## src/rtl/epc_stack_unit.sv

```systemverilog
// rtl/epc_stack_unit.sv - LIFO of exception return addresses with BD flags for CP0
module epc_stack_unit #(
    parameter int DATA_W  = 32,
    parameter int DEPTH   = 4,
    parameter int PC_STEP = 4,
    localparam int PTR_W  = (DEPTH > 1) ? $clog2(DEPTH) : 1,
    localparam int CNT_W  = $clog2(DEPTH + 1)
) (
    input  logic              clk,
    input  logic              rst,
    input  logic              we_h,
    input  logic              bd_p,
    input  logic [DATA_W-1:0] pc_p,
    input  logic              we_s,
    input  logic [DATA_W-1:0] write_data,
    input  logic              eret,
    input  logic              r_p,
    input  logic              r_h,
    input  logic              ovf_clr,
    output logic [DATA_W-1:0] read_data,
    output logic [DATA_W-1:0] epc_top,
    output logic              bd_top,
    output logic [CNT_W-1:0]  depth,
    output logic              empty,
    output logic              full,
    output logic              overflow,
    output logic              underflow
);

    logic [DATA_W-1:0] epc_mem [DEPTH];
    logic              bd_mem  [DEPTH];
    logic [PTR_W-1:0]  top_ptr;
    logic [CNT_W-1:0]  count;

    logic [PTR_W-1:0]  ptr_inc;
    logic [PTR_W-1:0]  ptr_dec;
    logic [DATA_W-1:0] push_epc;
    logic              do_push;
    logic              do_pop;
    logic              do_swr;

    assign ptr_inc  = (top_ptr == PTR_W'(DEPTH - 1)) ? '0 : top_ptr + PTR_W'(1);
    assign ptr_dec  = (top_ptr == '0) ? PTR_W'(DEPTH - 1) : top_ptr - PTR_W'(1);
    assign push_epc = bd_p ? (pc_p - DATA_W'(PC_STEP)) : pc_p;

    // Only one operation per cycle: hardware entry beats return beats software write.
    assign do_push = we_h;
    assign do_pop  = !we_h && eret;
    assign do_swr  = !we_h && !eret && we_s;

    assign empty     = (count == '0);
    assign full      = (count == CNT_W'(DEPTH));
    assign depth     = count;
    assign epc_top   = empty ? '0 : epc_mem[top_ptr];
    assign bd_top    = empty ? 1'b0 : bd_mem[top_ptr];
    assign read_data = (r_p || r_h) ? epc_top : '0;

    always_ff @(posedge clk) begin
        if (rst) begin
            for (int i = 0; i < DEPTH; i++) begin
                epc_mem[i] <= '0;
                bd_mem[i]  <= 1'b0;
            end
            top_ptr   <= '0;
            count     <= '0;
            overflow  <= 1'b0;
            underflow <= 1'b0;
        end else begin
            underflow <= do_pop && empty;
            if (do_push) begin
                // When full, the slot after top holds the oldest entry, so it is recycled.
                epc_mem[ptr_inc] <= push_epc;
                bd_mem[ptr_inc]  <= bd_p;
                top_ptr          <= ptr_inc;
                if (!full)
                    count <= count + CNT_W'(1);
            end else if (do_pop) begin
                if (!empty) begin
                    top_ptr <= ptr_dec;
                    count   <= count - CNT_W'(1);
                end
            end else if (do_swr) begin
                if (empty) begin
                    epc_mem[ptr_inc] <= write_data;
                    bd_mem[ptr_inc]  <= 1'b0;
                    top_ptr          <= ptr_inc;
                    count            <= CNT_W'(1);
                end else begin
                    epc_mem[top_ptr] <= write_data;
                end
            end
            if (do_push && full)
                overflow <= 1'b1;
            else if (ovf_clr)
                overflow <= 1'b0;
        end
    end

endmodule
```

## config.mk

```make
export PLATFORM = sky130hd
export DESIGN_NAME = epc_stack_unit
export DESIGN_NICKNAME = d
export VERILOG_FILES = /design/src/rtl/epc_stack_unit.sv
export SDC_FILE = /design/constraint.sdc
export NUM_CORES = 1
export LEC_CHECK = 0
export BUFFER_PORTS_ARGS = -buffer_cell sky130_fd_sc_hd__buf_2
export CORE_MARGIN = 3
export CORE_UTILIZATION = 52
export CTS_CLUSTER_DIAMETER = 40
export CTS_CLUSTER_SIZE = 20
export DETAILED_ROUTE_END_ITERATION = 10
export PLACE_DENSITY_LB_ADDON = 0.2
export SLEW_MARGIN = 20
export SYNTH_ARGS = -nofsm -noshare
export SYNTH_HDL_FRONTEND = slang
export SYNTH_SLANG_ARGS = --single-unit
```

## constraint.sdc

```tcl
create_clock -name clk -period 5.44 [get_ports clk]
set_clock_uncertainty 0.1 [all_clocks]
set_input_delay 0.272 -clock clk [delete_from_list [all_inputs] [get_ports clk]]
set_output_delay 0.272 -clock clk [all_outputs]
set_load 0.03 [all_outputs]
```

# ---- After elaboration in Yosys (flattened, before gate mapping)
# Memories as Yosys holds them, arrays and structs flattened. A register that Yosys moved wholly into a read port is not among the register bits.
# Index checks and enable logic that the tools add are counted.
dict set report word_totals {
  elab_cells 86
  regBits 7
  ram_bits 132
  n_memories 2
  inputBits 73
}
dict set report classes {
  addsub 5
  n_eq_ne 4
  bitwise 2
  muxes 51
  reduce_logical 18
}
# name words width read_ports rd_ports_with_merged_regs wr line
set memory_table {}
lappend memory_table {epc_mem 4 32 1 1 4 30} ;# logic [DATA_W-1:0] epc_mem [DEPTH];
lappend memory_table {bd_mem 4 1 1 1 4 31} ;# logic bd_mem [DEPTH];
# cell count
set ops {}
lappend ops {{two-way mux 32 bit} 6}
lappend ops {{OR reduction 32 bit} 2}
lappend ops {{subtractor 32 x 3 -> 32 bit, second input constant} 1}
lappend ops {{two-way mux 2 bit} 14}
lappend ops {{two-way mux 1 bit} 25}
lappend ops {{two-way mux 3 bit} 6}
lappend ops {{nonzero test 3 bit} 2}
lappend ops {{logical AND 1 bit} 5}
lappend ops {{AND reduction 4 bit} 1}
lappend ops {{adder 3 x 1 -> 3 bit, second input constant} 1}
lappend ops {{== test 3 bit, second input constant} 1}
lappend ops {{logical NOT 3 bit} 1}
lappend ops {{inequality test 3 bit, second input constant} 1}
lappend ops {{AND reduction 3 bit} 1}
lappend ops {{subtractor 3 x 1 -> 3 bit, second input constant} 1}
lappend ops {{adder 2 x 1 -> 2 bit, second input constant} 1}
lappend ops {{== test 2 bit, second input constant} 1}
lappend ops {{logical NOT 1 bit} 2}
lappend ops {{logical NOT 2 bit} 1}
lappend ops {{inequality test 2 bit, second input constant} 1}
lappend ops {{bitwise OR 1 bit} 2}
lappend ops {{nonzero test 2 bit} 1}
lappend ops {{subtractor 2 x 1 -> 2 bit, second input constant} 1}
lappend ops {{logical OR 1 bit} 1}
lappend ops {{OR reduction 1 bit} 1}

# ---- Logic depth before layout (Yosys ltp)
dict set report depth {
  depth_word 12
  mapped_depth 9
}

# ---- Least setup slack after synthesis
# OpenSTA, ideal clock, no wires.
dict set report synth_timing {
  kind {reg2reg}
  from {register count[0] (netlist: depth[0])}
  to {memory epc_mem[0][0], enable pin}
  required_time_ns 4.951
  slack_ns 2.330
  setup_ns 0.389
  arrival_ns 2.620
  stages_incl_launch_ff 10
  period_less_slack_ns 3.110
  cell_sequence {dfxtp_1 > inv_1 > ha_1 > nand2b_1 > inv_1 > a211oi_1 > a221o_1 > nand2_1 > buf_2 > nand2_1}
}
# element line
set synth_rtl {}
lappend synth_rtl {{start: declaration} 33} ;# logic [CNT_W-1:0] count;
lappend synth_rtl {{start signal: assignment} 76} ;# count <= count + CNT_W'(1);
lappend synth_rtl {{start signal: assignment} 80} ;# count <= count - CNT_W'(1);
lappend synth_rtl {{end: declaration} 30}

==> flow_summary.json <==
{
  "antenna_found_initial": 0,
  "power_per_cell_area_nw_per_um2": 389,
  "synth_area_leaders": "edfxtp_1 52%, mux4_2 9.8%, nor2_1 6.0%",
  "crit_reg_reg_startpoint": "depth[0]$_SDFFE_PP0P_",
  "yosys.cell_types.count": 58,
  "tightestPinTransition_ns": 1.01,
  "mapped_nets": 723,
  "worst-setup-path-type": "reg2reg",
  "synth.yosys.warnings": 0,
  "critical_path.cell_chain": "inv_1, ha_1, nand2b_1, inv_1, a21oi_1, o32ai_1, nand2_1, buf_4, nand2_1, buf_4",
  "globalplace.congestion": 0.852,
  "max-clock-path-buffers": 2,
  "num_rows": 43,
  "sink_count": 141,
  "grt_first_pass_wirelength_mm": 30.6,
  "maxSlewViolCount": 0,
  "antenna-diode-count": 0,
  "max_clock_freq_ghz": 0.270,
  "cts_tree": "done",
  "grt_overflow_total": 0,
  "worst_path_max_delay_cell": "nand2_1",
  "start_util": 0.538,
  "cp-end-kind": "register",
  "vias_per_cell": 5.95,
  "cts-root-buf": "clkbuf_16",
  "clock_tree.htree_level_count": 4,
  "cp.depth": 10,
  "grt_max_degree": 43,
  "ys_seq_elements": 141,
  "tritoncts.num_buffers": 17,
  "reg2regPathDepth": 10,
  "crit_buf_inv": 4,
  "critPathArrivalTime_ns": 3.75,
  "dieWidth_um": 127,
  "post_cts_hold_buffer_count": 0,
  "layout_min_cycle_time_ns": 3.70,
  "hold-path-cell-count": 3,
  "drt_iter0_markers": 507,
  "ant_nets": 0,
  "report.final.hold_viol_count": 0,
  "wl_per_cell_um": 20.1,
  "grt_pass1_vias": 5677,
  "dp_hpwl_mm": 13.2,
  "detail_route.wirelength_mm": 19.5,
  "io_pins": 145,
  "vdd_ir_drop_max_uv": 228,
  "syn-cell-area_um2": 7550,
  "drv.max_cap_violation_count": 0,
  "critical_path.endpoint": "epc_mem[0][18]$_SDFFCE_PN0P_",
  "max_slew_margin": 0.326,
  "design.final.nets": 857,
  "layout_worst_path_cycle_share": 0.680,
  "syn_inst": 644,
  "clk_pin_slew_ns": 0.06,
  "syn_avg_cell_area_um2": 11.7,
  "largest_area_contributor_in_the_netlist": "edfxtp_1",
  "globalRouteTotalUtil": 0.248,
  "layout-drive-gt1-share": 0.307,
  "synth-async-reset-ratio": 0,
  "rr_endpoint": "epc_mem[0][18]$_SDFFCE_PN0P_",
  "hold_class": "in2reg",
  "place.port_buffers": 144,
  "run_status": "completed",
  "vias": 5774,
  "share_of_synthesized_area_occupied_by_flip_flops_and_latches": 0.549,
  "worstSkewPairLatency_ns": 0.42,
  "cp-start-kind": "register",
  "finalPower_mw": 3.51,
  "power.leakage_nw": 3.72,
  "rsz0062_at_grt": "no",
  "layout-area-overhead-vs-synth_pct": 19.6,
  "crit_path_max_fanout": 33,
  "buffers_inserted_during_post_cts_setup_optimization": 0,
  "timing.critical_path.slowest_cell_delay_ns": 0.52,
  "cp_data_required_time_ns": 5.49,
  "setup_total_negative_slack_ns": 0,
  "finalSetupViolCount": 0,
  "post_cts_sizing_count": 0,
  "synth_enable_flop_cells": 132,
  "detail_route.drc_violations": 0,
  "mostFrequentLayoutCells": "144 x buf_2, 132 x edfxtp_1, 120 x nor2_1",
  "reg2reg_slack_ns": 1.74,
  "synthDominantCellAreaShare": 0.525,
  "drt_first_pass_iters": 5,
  "die_area_um2": 16000,
  "startpoint": "depth[0]$_SDFFE_PP0P_",
  "ys_dominant_reg_cell": "edfxtp_1",
  "chipHeight_um": 127,
  "timing.critical_path.max_delay_family": "buffers and inverters",
  "final_common_cell": "buf_2",
  "floorplan.core_area_um2": 14000
}
==> worst min-delay path by stage <==
stage	from	to	slack, ns
2_1_floorplan	ovf_clr	overflow$_SDFFE_PP0P_	0.35
3_3_place_gp	overflow$_SDFFE_PP0P_	overflow$_SDFFE_PP0P_	0.39
3_5_place_dp	overflow$_SDFFE_PP0P_	overflow$_SDFFE_PP0P_	0.39
4_1_cts	ovf_clr	overflow$_SDFFE_PP0P_	0.03
5_1_grt	ovf_clr	overflow$_SDFFE_PP0P_	0.04
6_report	ovf_clr	overflow$_SDFFE_PP0P_	0.04
==> metrics by stage <==
stage | hold WS (ns) | area [µm²] | std cells | utilization | setup WS (ns)
final | 0.0376 | 9030 | 971 | 0.643 | 1.74
after floorplan | 0.349 | 7550 | 644 | - | 2.33
after global routing | 0.0435 | 9030 | 971 | 0.643 | 1.49
after CTS | 0.0327 | 9030 | 971 | 0.643 | 1.78
after global placement | 0.390 | 8430 | 939 | 0.600 | 1.99
after detailed placement | 0.391 | 8430 | 939 | 0.600 | 1.81
==> power breakdown <==
part | switching (mW) | internal (mW)
registers | 0.0445 | 1.33
logic | 0.639 | 0.332
clock network | 0.442 | 0.718
total | 1.13 | 2.38
==> logic make-up after synthesis <==
kind of cell	count (synthesis)	synth area share
AOI/OAI and AO/OA	74	0.0771
adders and majority gates	6	0.00994
and+or+nand+nor	292	0.204
muxes	35	0.101
buffers and inverters	84	0.0454
xor gates and xnor gates	12	0.0139
DFF	141	0.549
==> flip-flops by register name, indices dropped and copies added (netlist names), named ones only <==
name	flops
epc_mem	128
bd_mem	4
depth	3
top_ptr	2
overflow	1
underflow	1
==> tightest hold or removal path, cell delays in order <==
cell	delay, ns
buf_2	0.07
nand2b_1	0.10
a21oi_1	0.06
==> synthesized netlist by cell type, types with 10 or more instances <==
library cell / n
a211oi_1: 10
a21oi_1: 11
a22oi_1: 13
and2_1: 37
buf_2: 16
clkbuf_1: 23
edfxtp_1: 132
inv_1: 42
mux4_2: 33
nand2_1: 35
nor2_1: 121
nor2b_1: 35
==> layer usage <==
layer | routed length, µm | global-route usage | vias to the layer above
met2 | 9740 | 0.407 | 309
met4 | 376 | 0.0915 | 0
met3 | 1700 | 0.0451 | 28
met1 | 7660 | 0.334 | 2814
met5 | 0 | 0 | -
li1 | - | - | 2623
==> cell type report <==
class	instances	area, µm²
Clock buffer	17	425
Timing Repair Buffer	157	818
Sequential cell	141	4150
Fill cell	1102	5010
Multi-Input combinational cell	419	3080
Tap cell	180	225
Inverter	42	158
Clock inverter	15	173
Power figures use the tool's default switching activity.
